==> src/rtl/coherence_bus_ctrl.sv <==
// coherence_bus_ctrl
//   Bus-side responder for a two-core snooping data-cache pair. It arbitrates
//   write-back words and miss fills onto the single RAM port, and snoops the
//   cache that did not make the request. A fill comes from RAM, or directly from
//   the snooped cache when that cache holds the block dirty. In that case the
//   block is also written through to RAM.
//
// Ports
//   CLK, RST          clock; synchronous active-high reset
//   dREN, dWEN        per-cache read / write word requests
//   daddr, dstore     per-cache word address / write data
//   cctrans, ccwrite  per-cache coherence transaction and write-intent / dirty flags
//   dwait             per-cache hold (low for one cycle per completed word)
//   dload             per-cache fill data
//   ccwait, ccinv     per-cache snoop-freeze and invalidate requests
//   ccsnoopaddr       per-cache snoop address (block aligned)
//   ramREN, ramWEN    RAM strobes (mutually exclusive)
//   ramaddr, ramstore RAM address / write data
//   ramload, ramstate RAM read data / status (FREE, BUSY, ACCESS, ERROR)

module coherence_bus_ctrl #(
    parameter int CPUS = 2
) (
    input  logic                      CLK,
    input  logic                      RST,
    input  logic [CPUS-1:0]           dREN,
    input  logic [CPUS-1:0]           dWEN,
    input  logic [CPUS-1:0][31:0]     daddr,
    input  logic [CPUS-1:0][31:0]     dstore,
    input  logic [CPUS-1:0]           cctrans,
    input  logic [CPUS-1:0]           ccwrite,
    output logic [CPUS-1:0]           dwait,
    output logic [CPUS-1:0][31:0]     dload,
    output logic [CPUS-1:0]           ccwait,
    output logic [CPUS-1:0]           ccinv,
    output logic [CPUS-1:0][31:0]     ccsnoopaddr,
    output logic                      ramREN,
    output logic                      ramWEN,
    output logic [31:0]               ramaddr,
    output logic [31:0]               ramstore,
    input  logic [31:0]               ramload,
    input  logic [1:0]                ramstate
);

    localparam logic [2:0] StIdle  = 3'd0;
    localparam logic [2:0] StWb    = 3'd1;
    localparam logic [2:0] StSnoop = 3'd2;
    localparam logic [2:0] StC2c1  = 3'd3;
    localparam logic [2:0] StC2c2  = 3'd4;
    localparam logic [2:0] StMem1  = 3'd5;
    localparam logic [2:0] StMem2  = 3'd6;

    localparam logic [1:0] RamAccess = 2'd2;

    logic [2:0]  state_q, state_d;
    logic        req_q, req_d;
    logic        rr_q, rr_d;
    logic [31:0] snoopaddr_q, snoopaddr_d;
    logic        inv_q, inv_d;
    // Set when the current miss snoops the other cache. It is clear for
    // non-coherent reads, which go straight to RAM with no snoop.
    logic        coh_q, coh_d;

    logic        snp;
    logic        access;
    logic [1:0]  elig;
    logic        pick;

    assign snp    = ~req_q;
    assign access = (ramstate == RamAccess);
    // WB (dWEN && !dREN) and any dREN are both grantable. The two are
    // disjoint, so WB over MISS within one cache needs no extra priority.
    assign elig   = dREN | dWEN;
    assign pick   = elig[rr_q] ? rr_q : ~rr_q;

    always_comb begin
        state_d     = state_q;
        req_d       = req_q;
        rr_d        = rr_q;
        snoopaddr_d = snoopaddr_q;
        inv_d       = inv_q;
        coh_d       = coh_q;
        unique case (state_q)
            StIdle: begin
                if (|elig) begin
                    req_d = pick;
                    if (dWEN[pick] && !dREN[pick]) begin
                        state_d = StWb;
                        coh_d   = 1'b0;
                        inv_d   = 1'b0;
                    end else begin
                        snoopaddr_d = {daddr[pick][31:3], 3'b000};
                        if (cctrans[pick]) begin
                            state_d = StSnoop;
                            coh_d   = 1'b1;
                            inv_d   = ccwrite[pick];
                        end else begin
                            state_d = StMem1;
                            coh_d   = 1'b0;
                            inv_d   = 1'b0;
                        end
                    end
                end
            end
            StWb: begin
                if (access) begin
                    state_d = StIdle;
                    rr_d    = ~req_q;
                end
            end
            StSnoop: begin
                if (cctrans[snp]) begin
                    state_d = ccwrite[snp] ? StC2c1 : StMem1;
                end
            end
            StC2c1: begin
                if (access) state_d = StC2c2;
            end
            StMem1: begin
                if (access) state_d = StMem2;
            end
            StC2c2, StMem2: begin
                if (access) begin
                    state_d = StIdle;
                    rr_d    = ~req_q;
                    coh_d   = 1'b0;
                    inv_d   = 1'b0;
                end
            end
            default: begin
                state_d = StIdle;
                coh_d   = 1'b0;
                inv_d   = 1'b0;
            end
        endcase
    end

    always_ff @(posedge CLK) begin
        if (RST) begin
            state_q     <= StIdle;
            req_q       <= 1'b0;
            rr_q        <= 1'b0;
            snoopaddr_q <= '0;
            inv_q       <= 1'b0;
            coh_q       <= 1'b0;
        end else begin
            state_q     <= state_d;
            req_q       <= req_d;
            rr_q        <= rr_d;
            snoopaddr_q <= snoopaddr_d;
            inv_q       <= inv_d;
            coh_q       <= coh_d;
        end
    end

    // Outputs are forced to their idle values while RST is high, so a
    // transaction aborted by reset issues no strobe in the reset cycle.
    always_comb begin
        dwait       = '1;
        dload       = '0;
        ccwait      = '0;
        ccinv       = '0;
        ccsnoopaddr = '0;
        ramREN      = 1'b0;
        ramWEN      = 1'b0;
        ramaddr     = '0;
        ramstore    = '0;
        if (!RST) begin
            if (state_q != StIdle && state_q != StWb && coh_q) begin
                ccwait[snp]      = 1'b1;
                ccinv[snp]       = inv_q;
                ccsnoopaddr[snp] = snoopaddr_q;
            end
            unique case (state_q)
                StWb: begin
                    ramWEN   = 1'b1;
                    ramaddr  = daddr[req_q];
                    ramstore = dstore[req_q];
                    if (access) dwait[req_q] = 1'b0;
                end
                StC2c1, StC2c2: begin
                    // The dirty owner writes its block back while the
                    // requester takes the same words as its fill.
                    ramWEN       = 1'b1;
                    ramaddr      = daddr[snp];
                    ramstore     = dstore[snp];
                    dload[req_q] = dstore[snp];
                    if (access) dwait = 2'b00;
                end
                StMem1, StMem2: begin
                    ramREN       = 1'b1;
                    ramaddr      = daddr[req_q];
                    dload[req_q] = ramload;
                    if (access) dwait[req_q] = 1'b0;
                end
                default: ;
            endcase
        end
    end

endmodule

==> config.mk <==
export PLATFORM = sky130hd
export DESIGN_NAME = coherence_bus_ctrl
export DESIGN_NICKNAME = d
export VERILOG_FILES = /design/src/rtl/coherence_bus_ctrl.sv
export SDC_FILE = /design/constraint.sdc
export NUM_CORES = 1
export LEC_CHECK = 0
export ABC_AREA = 0
export BUFFER_PORTS_ARGS = -buffer_cell sky130_fd_sc_hd__buf_2
export CORE_AREA = 3 3 143 145
export CTS_CLUSTER_SIZE = 25
export DETAILED_ROUTE_END_ITERATION = 6
export DIE_AREA = 0 0 146 148
export GPL_TIMING_DRIVEN = 0
export HOLD_SLACK_MARGIN = 0.03
export SLEW_MARGIN = 40
export SYNTH_ARGS = -nofsm -noshare
export SYNTH_HDL_FRONTEND = slang
export SYNTH_SLANG_ARGS = --single-unit
==> constraint.sdc <==
create_clock -name CLK -period 3.15 [get_ports CLK]
set_input_delay 0.1575 -clock CLK [delete_from_list [all_inputs] [get_ports CLK]]
set_output_delay 0.1575 -clock CLK [all_outputs]
set_load 0.01 [all_outputs]
; Word level (Yosys, flattened, before mapping)
; Cells that the tools add are included.
[totals]
word_cells = 128
reg_bits = 36
in_bits = 172
[op_classes]
muxes = 71
n_bitwise = 10
eq_ne = 14
reduce_logical = 21
n_lt_le_gt_ge = 6
[op_table]
columns = operator, count
row1 = $mux 32, 14
row2 = $and 64x64->64, 3
row3 = $mux 64, 3
row4 = $pmux 32 s2, 2
row5 = $pmux 64 s2, 1
row6 = $demux 32 s1, 2
row7 = $mux 1, 28
row8 = $mux 3, 8
row9 = $pmux 3 s5, 1
row10 = $mux 2, 7
row11 = $ne 2x2->1 const B, 5
row12 = $eq 3x3->1 const B, 3
row13 = $reduce_or 3->1, 3
row14 = $lt 1x2->1 const B, 4
row15 = $reduce_or 2->1, 4
row16 = $eq 3x2->1 const B, 2
row17 = $pmux 1 s3, 2
row18 = $reduce_and 3->1, 2
row19 = $logic_and 1x1->1, 5
row20 = $reduce_and 5->1, 1
row21 = $not 1->1, 4
row22 = $pmux 2 s2, 1
row23 = $reduce_and 2->1, 2
row24 = $reduce_or 4->1, 1
row25 = other kinds (12), 14

; Logic depth before layout (Yosys ltp)
[depth]
depth_word = 11
ltp_mapped = 8

; Worst setup path after synthesis
; OpenSTA, ideal clock, no wires.
[synth_path]
path_type = reg-to-output
from = register state_q[1]
to = output ramstore[14]
required_time_ns = 2.992
slack_ns = 1.316
arrival_ns = 1.677
stages_incl_launch_ff = 8
cell_sequence = dfxtp_1 buf_2 nor2_1 a21o_1 clkbuf_1 buf_2 a221oi_1 nor3_1
[synth_via]
elab_chain_len = 4
elab_cells_between_ends = 6
cone_classes = eq/ne: 3 / mux: 2 / reduce/logical: 1
[synth_lines]
columns = item, line
row1 = from (decl), 55  ; logic [2:0] state_q, state_d;
row2 = from (signal assigned), 140  ; state_q <= StIdle;
row3 = from (signal assigned), 147  ; state_q <= state_d;
row4 = $eq 3x2->1 / $eq 3x3->1 (equally long branches), 174  ; unique case (state_q)
row5 = $reduce_or 2->1, 174
row6 = $pmux 32 s2 *, 174
row7 = $mux 32 *, 168  ; if (!RST) begin
row8 = to (decl), 40  ; output logic [31:0] ramstore,
; Mark *: on every way between the ends. The rest lies on a longest branch, timed or not.

==> run_results.csv <==
group,metric,value,unit
place,io_buffers,364,
routing,viasPerCell,5.08,
layout,utilization,35.6,%
timing,slew_violations,0,
grt,grt_pass1_vias,6400,
setup_path,path_class,"register to output pin",
layout,fin_nets,1226,
timing,setup_viol,0,
routing,wl,24200,µm
synth,synth_top_area_share,15.8,%
synth,yosysTopAreaCell,"dfxtp_1",
min_path,hold_depth,3,
floorplan,start_util,23.6,%
layout,diodes,0,
clocking,postCtsHoldBufs,0,
setup_path,worstPathArrival,2.77,ns
synth,yosysWarnings,0,
pwr,ir_drop,316,µV
timing,max_freq,342,MHz
clocking,cts_tree,"done",
synth,syn_area,0.00456,mm²
grt,grt_max_degree,13,
grt,globalRoute.totalOverflow,0,
synth,yosys.cell_types.count,43,
pwr,p_leak,3.49,nW
clocking,htree_levels,2,
routing,vias,6703,
timing,hold_viol_final,0,
routing,routedWlPerCell,18.4,µm
setup_path,endpoint_kind,"output pin",
setup_path,reg2regPathDepth,5,
routing,drc,0,
layout,post-route-cell-area,0.00689,mm²
floorplan,dieHeight,148,µm
synth,ys_ff_latch,36,
setup_path,r2r-end,"snoopaddr_q[31]",
routing,drt-initial-drc-count,514,
synth,ys_seq_area_share,15.8,%
setup_path,cp_max_fo,10,
setup_path,cp.required,2.99,ns
min_path,min_from,"daddr[17]",
layout,syn2layout_area_growth,50.9,%
status,status,"complete, no violations",
timing,fin_crit_sh,92.9,%
timing,max_slew_margin,47.4,%
timing,finalSetupTns,0,ns
place,globalplace.congestion,0.876,
setup_path,startpoint_type,"register",
min_path,holdCritPathClass,"input pin to register",
place,dpl_cell_area,0.00674,mm²
clocking,path_clk_slew,0.06,ns
synth,yosys-top-cells-area,"dfxtp_1 (16%), mux2i_1 (15%), a221oi_1 (12%)",
grt,grt_usage,20.9,%
synth,synth_ff_type,"dfxtp_1",
pwr,power_density,710,mW/mm²
timing,hold_ws,0.227,ns
synth,async_flop_share,0,%
clocking,clk-insertion-delay-late,0.28,ns
floorplan,die_x,146,µm
routing,firstDrtPassIters,5,
floorplan,die_area,0.0216,mm²
flow_run,drv_cap,0,
setup_path,r2r_start,"state_q[2]",
timing,fin_worst_skew,0.0123,ns
floorplan,ios,372,
place,place_hpwl,20000,µm
timing,grt_setup_unrepaired,"false",
synth,syn_avg_cell_area,6.73,µm²
floorplan,std_cell_rows,51,
clocking,cts_root_buf,"clkbuf_16",
routing,drtAntennaViolNets,0,
synth,synth-edff-count,0,
place,pre_cts_ws,0.374,ns
min_path,whs_endpoint,"snoopaddr_q[17]",
floorplan,core_area,0.0193,mm²
clocking,cts_num_sinks,36,
timing,setup_ws,0.222,ns
grt,antenna_found_initial,2,
clocking,clk_path_buf_depth,2,
synth,synthCells,678,
timing,worst-slew-pin-transition,0.782,ns
clocking,cts_buffers,5,
layout,drive_above_1_share,38.1,%
timing,post-route-min-period,2.93,ns
setup_path,ff2ff_setup_slack,0.96,ns
grt,grt_pass1_wl,36500,µm
## routing by layer
layer  part of all wire (%)  up-vias  global-route usage, %
li1                       -     3234                      -
met1                     41     3089                   26.3
met2                     49      343                   36.7
met3                    7.6       37                   4.05
met4                    2.2        0                   5.13
met5                      0        -                      0
## metrics by stage
| stage | cells | power [mW] |
|---|---|---|
| 3_3_place_gp | 1312 | 4.36 |
| 2_1_floorplan | 683 | 3.12 |
| 3_5_place_dp | 1312 | 4.38 |
| 4_1_cts | 1320 | 4.87 |
| 5_1_grt | 1320 | 5.33 |
| 6_report | 1320 | 4.89 |
## report_power, final
part / leakage [nW] / switching [mW] / internal (mW)
clock: 0.0736 / 0.194 / 0.291
combinational: 3.12 / 2.23 / 1.33
sequential: 0.298 / 0.183 / 0.658
total: 3.49 / 2.61 / 2.28
## worst max-delay path, cell delays in order, from the launching register on
cell	delay [ns]
dfxtp_1	0.47
clkbuf_1	0.36
o21ai_0	0.23
clkbuf_1	0.30
clkbuf_2	0.31
o21ai_0	0.55
nor2_1	0.10
buf_2	0.16
## cell type report
type	count	area [µm²]
clock buffer	5	125
multi-input combinational	561	3510
fill	2149	12400
sequential	36	721
tap	265	332
buffer	83	352
inverter	3	11.3
timing repair buffer	364	1820
clock inverter	3	18.8
## cells in the final DEF, fill, tap and decap left out, types with 5 or more instances in the layout
cell type	instances
clkbuf_16	5
dfxtp_1	36
a22oi_1	34
a211oi_1	30
buf_4	6
nor3_1	34
clkbuf_1	60
buf_2	377
conb_1	6
and2_1	60
nand2_1	42
nor2_1	138
nand3_1	5
o21ai_0	43
mux2i_1	67
a221oi_1	64
## flip-flops by register name (all words and copies together), names as in the netlist
name,cells
snoopaddr_q,29
rr_q,1
inv_q,1
state_q,3
req_q,1
coh_q,1
## logic make-up (layout without fill, tap and decap cells)
group           Yosys count  after routing  share of synthesized area [%]
buf+inv                  86            458                           7.92
flops                    36             36                           15.8
xor+xnor                  1              1                          0.192
mux                      70             70                           15.4
other cells               1              6                         0.0822
simple gates            294            294                           29.8
compound gates          190            190                           30.8
## cells in the mapped netlist, types with 5 or more instances
cell type / count
o21ai_0: 43
nand2_1: 42
and2_1: 60
nor3_1: 34
clkbuf_1: 61
nand3_1: 5
a211oi_1: 30
mux2i_1: 69
buf_2: 13
a221oi_1: 64
buf_4: 6
nor2_1: 138
a22oi_1: 34
dfxtp_1: 36
## timing repair
| item | 4_1_cts | 5_1_grt |
|---|---|---|
| setup endpoints to repair | 0 | 5 |
| gates resized for setup | 0 | 4 |
| setup buffers | 0 | 0 |
## how the worst max path moves through the flow
stage | from | to | slack [ns] | depth (start not counted)
4_1_cts | state_q[1] | dload[0] | 0.07 | 8
2_1_floorplan | state_q[1] | ramstore[14] | 1.32 | 7
3_3_place_gp | state_q[1] | dload[0] | 0.32 | 8
5_1_grt | state_q[2] | dload[0] | 0.007 | 7
6_report | state_q[2] | dload[0] | 0.22 | 7
3_5_place_dp | state_q[1] | dload[0] | 0.37 | 8
No activity file was read; power rests on OpenSTA's default activity.
